### src/rtl/booth_wallace.sv
// booth_wallace -- 16x16 unsigned multiplier with a registered 32-bit product.
//
// Datapath: radix-4 Booth recoding of b produces nine partial products
// (0, +/-a, +/-2a). A carry-save Wallace tree of 3:2 compressors reduces
// them, plus one row of negation-correction bits, to two rows. A final
// carry-propagate adder sums those rows. Only the product register holds state.
//
// Ports:
//   clk    in   1   rising-edge clock
//   rst_n  in   1   synchronous active-low reset; clears p
//   a      in  16   multiplicand, unsigned
//   b      in  16   multiplier, unsigned
//   p      out 32   registered product a*b, one cycle after a/b are sampled

module booth_wallace (
    input  logic        clk,
    input  logic        rst_n,
    input  logic [15:0] a,
    input  logic [15:0] b,
    output logic [31:0] p
);

    // b zero-extended to 18 bits, with the implicit 0 appended below bit 0.
    logic [18:0] bExt;
    logic [31:0] ppRow [9];
    logic [31:0] corrRow;

    logic [31:0] s10, c10, s11, c11, s12, c12;
    logic [31:0] s20, c20, s21, c21;
    logic [31:0] s30, c30;
    logic [31:0] s40, c40;
    logic [31:0] s50, c50;

    logic [31:0] p_d;
    logic [31:0] p_q;

    assign bExt = {2'b00, b, 1'b0};

    // Bitwise 3:2 compressor over whole rows. The carry row is shifted up one
    // place, and any carry out of bit 31 is dropped because the result is
    // taken modulo 2^32.
    function automatic logic [63:0] csa(input logic [31:0] x,
                                        input logic [31:0] y,
                                        input logic [31:0] z);
        logic [31:0] s;
        logic [31:0] c;
        s = x ^ y ^ z;
        c = ((x & y) | (x & z) | (y & z)) << 1;
        return {c, s};
    endfunction

    // Booth recoding. Each digit selects a or 2a, and negative digits take the
    // one's complement. The +1 that completes the two's complement is placed
    // at bit 2i of a separate correction row. The complement is formed across
    // all 32 bits before shifting, so the row is fully sign-extended.
    always_comb begin
        logic [2:0]  trip;
        logic [31:0] mag;
        logic        neg;
        corrRow = '0;
        for (int i = 0; i < 9; i++) begin
            trip = bExt[2*i+2 -: 3];
            mag  = '0;
            neg  = 1'b0;
            unique case (trip)
                3'b001, 3'b010: mag = {16'b0, a};
                3'b011:         mag = {15'b0, a, 1'b0};
                3'b100: begin
                    mag = {15'b0, a, 1'b0};
                    neg = 1'b1;
                end
                3'b101, 3'b110: begin
                    mag = {16'b0, a};
                    neg = 1'b1;
                end
                default: begin
                    mag = '0;
                    neg = 1'b0;
                end
            endcase
            ppRow[i]     = (neg ? ~mag : mag) << (2 * i);
            corrRow[2*i] = neg;
        end
    end

    // Wallace reduction: 10 rows -> 7 -> 5 -> 4 -> 3 -> 2.
    assign {c10, s10} = csa(ppRow[0], ppRow[1], ppRow[2]);
    assign {c11, s11} = csa(ppRow[3], ppRow[4], ppRow[5]);
    assign {c12, s12} = csa(ppRow[6], ppRow[7], ppRow[8]);

    assign {c20, s20} = csa(s10, c10, s11);
    assign {c21, s21} = csa(c11, s12, c12);

    assign {c30, s30} = csa(s20, c20, s21);

    assign {c40, s40} = csa(s30, c30, c21);

    assign {c50, s50} = csa(s40, c40, corrRow);

    // The final carry-propagate adder merges the last sum and carry rows.
    assign p_d = s50 + c50;

    // Product register. Reset wins over the computed product, so an in-flight
    // result is dropped.
    always_ff @(posedge clk) begin
        if (!rst_n) begin
            p_q <= '0;
        end else begin
            p_q <= p_d;
        end
    end

    assign p = p_q;

endmodule

### config.mk
export PLATFORM = sky130hd
export DESIGN_NAME = booth_wallace
export DESIGN_NICKNAME = d
export VERILOG_FILES = /design/src/rtl/booth_wallace.sv
export SDC_FILE = /design/constraint.sdc
export NUM_CORES = 1
export LEC_CHECK = 0
export CAP_MARGIN = 10
export CORE_MARGIN = 5
export CORE_UTILIZATION = 44
export DETAILED_ROUTE_END_ITERATION = 10
export GPL_ROUTABILITY_DRIVEN = 0
export GPL_TIMING_DRIVEN = 0
export PLACE_DENSITY_LB_ADDON = 0.05
export SYNTH_ARGS = -nofsm -noshare
export SYNTH_HDL_FRONTEND = slang
export SYNTH_SLANG_ARGS = --single-unit
export TNS_END_PERCENT = 1
### constraint.sdc
create_clock -name clk -period 17.35 [get_ports clk]
set_clock_uncertainty 0.05 [all_clocks]
set_input_delay 3.47 -clock clk [delete_from_list [all_inputs] [get_ports clk]]
set_output_delay 3.47 -clock clk [all_outputs]
set_load 0.03 [all_outputs]
# Word-level counts from Yosys, hierarchy flattened
# Index checks and enable logic that the tools add are counted.
# op_classes
addsub	1
n_eq_ne	45
mux	25
n_bitwise	64
reduce_logical	23
# ops
operator	n
$and A31 B31 Y31	22
$or A31 B31 Y31	16
$xor A32 B32 Y32	15
$pmux W17 S2	8
$eq A3 B3 Y1 const B	21
$and A31 B15 Y31	2
$eq A3 B2 Y1 const B	14
$add A32 B32 Y32	1
$mux W32	1
$not A32 Y32	1
$xor A32 B15 Y32	1
$mux W30	1
$not A17 Y30	1
$mux W28	1
$not A17 Y28	1
$reduce_or A4 Y1	7
$mux W26	1
$not A17 Y26	1
$mux W24	1
$not A17 Y24	1
$mux W22	1
$not A17 Y22	1
$eq A3 B1 Y1 const B	7
$reduce_or A3 Y1	7
other kinds (9)	25
# word_totals
regBits	32
in_bits	34
output_inout_bits	32
word_cells	159

# Depth between registers and ports, before layout
# depth
word_depth	21
mapped_depth	24
depth_no_buf	23

# Worst setup path before layout
# OpenSTA, ideal clock, no wires.
# synth_path
path_kind	input-to-reg
from	input b[5]
to	register p_q[27] (netlist: p[27])
arrival_time_ns	9.640
setup_slack_ns	7.526
cell_stages	23
path_buffers	1
cell_sequence	inv_1 -> ha_1 -> o31ai_2 -> clkinv_1 -> buf_1 -> xnor2_1 -> fa_1 -> inv_1 -> fa_1 -> inv_1 -> fa_1 -> fa_1 -> inv_1 -> fa_1 -> inv_1 -> ha_1 -> a21oi_1 -> nand2b_1 -> o21a_4 -> a21oi_4 -> o31ai_2 -> nor4b_1 -> or4_1
# synth_via
elab_chain_len	21
word_cells_on_any_way	72
cone_classes	add/sub (1); eq/ne (12); mux (6); bitwise (47); reduce/logical (6)
# synth_lines
element	line_no	text
start: declaration	19	input logic [15:0] b,
$eq A3 B3 Y1, or another cell as far along	65	unique case (trip)
$reduce_or A4 Y1 (no source line) / $reduce_or A2 Y1 (equally long branches)	-	
$pmux W17 S2	65	
$not A17 Y28	81	ppRow[i] = (neg ? ~mag : mag) << (2 * i);
$mux W28	81	
$and A31 B31 Y31	48	c = ((x & y) | (x & z) | (y & z)) << 1;
$or A31 B31 Y31 (2 in series)	48	
$and A31 B31 Y31	48	
$or A31 B31 Y31 (2 in series)	48	
$and A31 B31 Y31	48	
$or A31 B31 Y31 (2 in series)	48	
$and A31 B31 Y31	48	
$or A31 B31 Y31 (2 in series)	48	
$and A31 B31 Y31	48	
$or A31 B31 Y31 (2 in series)	48	
$add A32 B32 Y32 *	101	assign p_d = s50 + c50;
end signal: assignment	109	p_q <= p_d;
end: declaration	35	logic [31:0] p_q;
# Mark *: on every way between the ends. The rest lies on a longest branch, timed or not.
# A chain may end at the register's enable or synchronous reset.

# Worst setup path after layout
# layout_path
from	input b[5]
to	register p_q[28] (netlist: p[28])
# The elaborated chain is that of the path after synthesis.

==> flow_summary.toml <==
[floorplan]
coreArea_sq_mm = 0.02096
die_h_um = 155.6
die_area_sq_mm = 0.02420
ios = 66
die_w_um = 155.6
start_util_pct = 44.49
rows = 53

[route]
drtAntennaViolNets = 0
drtIter0Drc = 682
vias = 7459
drt-pass1-iter-count = 6
drc = 0
drt-total-wl_um = 27200
vias_per_cell = 5.445
wl_per_cell_um = 19.85

[cells_and_area]
final_cells = 1370
most-common-layout-cells = "inv_1 (146), fa_1 (134), ha_1 (97), xnor2_1 (85), a22oi_1 (80)"
final_area_sq_mm = 0.01029
fillers = 2080
fin_nets = 1359
num_antenna_cells = 0
final_common_cell = "inv_1"
drive_gt1_share_pct = 2.831
area_delta_synth_final_pct = 10.33
largest_reg_flops = 32

[worst_setup_path]
crit_fanout = 14
worstSetupPathType = "in2reg"
cp.arrival_ns = 11.74
critPathLaunch = "b[5]"
endpoint_kind = "flop"
cp-start-kind = "primary input"
cp.required_ns = 17.51

[clocking]
htreeDepth = 2
cts.sinks = 32
ctsResizeCount = 0
cts_root_buffer = "clkbuf_16"
cts_setup_buffers = 0
ctsHoldBuffers = 0
cts_buffer_depth = 2
cts_buffers = 5
clk_pin_slew_ns = 0.05
cts_tree = "yes"

[sta]
clock.fmax_mhz = 86.37
report.final.slew_viol_count = 0
min_period_ns = 11.58
fin_setup_tns_ns = 0
rsz0062_at_grt = "false"
max_slew.worst_pin.slew_ns = 1.265
period_share_pct = 66.73
hold_viol = 0
max_slew_margin_pct = 15.17
finalSetupViolations = 0

[synth]
ys_ff_latch = 32
synthAdderAreaFrac_pct = 41.79
yosys_warnings = 0
ys_seq_area_share_pct = 6.871
synth_top_family_by_area = "adder cells"
synth_enable_flop_cells = 0
muxShareOfSynthArea_pct = 2.322
async_reset_ff_share_pct = 0
synth_fp_nets = 1305
yosysUniqueCellTypes = 62
syn_avg_cell_area_sq_um = 8.965
synthSimpleGateAreaFrac_pct = 7.662
synth-compound-area-share_pct = 18.41
synth_area_sq_mm = 0.009324
syn_inst = 1040
ys.flop_type = "dfxtp_1"
synth-xor-area-share_pct = 13.71

[place]
dp.cells = 1362
postPlaceCellArea_sq_mm = 0.01014
port-buffer-count = 47
dp_hpwl_um = 22150

[grt]
grt_overflow_total = 0
grt_pass1_vias = 7516
antenna_found_initial = 0
track_usage_pct = 22.72
grt_pass1_wl_um = 43150
grt_max_degree = 15

[outcome]
status = "finished, final reports clean"

[worst_hold_path]
holdCritPathClass = "in2reg"
hold_start = "rst_n"
hold_depth = 3

[flow_run]
drv_cap = 0
cells by family (layout without fill, tap and decap cells):
kind of cell / count (synthesis) / in the layout
compound gates: 222 / 222
xor+xnor: 146 / 146
fa+ha+maj: 231 / 231
buf+inv: 229 / 284
flops: 32 / 32
mux: 21 / 21
simple gates: 159 / 159
critical path: stages:
cell	delay, ns
clkdlybuf4s50_1	0.52
inv_1	0.19
ha_1	0.26
o31ai_2	0.96
clkinv_1	0.52
buf_1	0.62
xnor2_1	0.33
fa_1	0.53
inv_1	0.06
fa_1	0.54
inv_1	0.06
fa_1	0.47
fa_1	0.50
inv_1	0.05
fa_1	0.49
inv_1	0.04
ha_1	0.35
nand2_1	0.08
o21ai_0	0.10
o41ai_1	0.49
o31ai_4	0.19
a21oi_2	0.23
o21ai_0	0.20
a31oi_1	0.27
mux2i_1	0.20
area by class of cell:
type,count,area (sq um),area share (%)
plain buffers,79,297.8,2.895
clock inverters,2,10.01,0.09730
inverters,150,563.0,5.473
multi-input cells,779,7823,76.04
repair buffers,47,470.5,4.573
well taps,275,344.1,3.345
flip-flops and latches,32,640.6,6.227
clock buffers,6,138.9,1.350
routing by layer:
| metal | routed length (um) | up-vias | track usage (%) |
|---|---|---|---|
| met2 | 11690 | 311 | 34.52 |
| met5 | 0 | - | 0 |
| met4 | 469 | 0 | 4.502 |
| li1 | - | 3566 | - |
| met1 | 12510 | 3545 | 33.83 |
| met3 | 2531 | 37 | 4.521 |
final timing paths:
path	to	slack, ns
max	p[28]	5.77
min	p[28]	3.90
Yosys cell counts (4+ instances only):
master / number / area share, %
inv_1: 146 / 5.9
fa_1: 134 / 29
ha_1: 97 / 13
xnor2_1: 85 / 8.0
a22oi_1: 80 / 6.4
clkbuf_1: 67 / 2.7
xor2_1: 61 / 5.7
nand2_1: 54 / 2.2
nor2_1: 51 / 2.1
dfxtp_1: 32 / 6.9
o21ai_0: 27 / 1.4
a21oi_1: 23 / 1.2
and2_1: 19 / 1.3
mux2i_1: 16 / 1.7
a221o_1: 12 / 1.3
buf_1: 11 / 0.44
o221ai_1: 11 / 1.0
nand3_1: 10 / 0.54
a21o_1: 9 / 0.72
a22o_1: 8 / 0.75
nor3_1: 8 / 0.43
a211oi_1: 6 / 0.48
a221oi_1: 6 / 0.56
nand2b_1: 6 / 0.40
a31oi_1: 5 / 0.34
mux2_2: 5 / 0.60
o31ai_2: 4 / 0.54
through the flow:
step | hold slack (ns) | util, % | worst slack [ns]
after floorplan | 3.571 | - | 7.526
after global placement | 4.185 | 48.38 | 5.501
after detailed placement | 4.214 | 48.38 | 5.520
after CTS | 3.919 | 49.09 | 5.767
after global routing | 3.971 | 49.09 | 5.482
final | 3.903 | 49.09 | 5.772
Power is not shown: default switching activity piles up to over one toggle a cycle in this logic, so the estimate is an artifact.
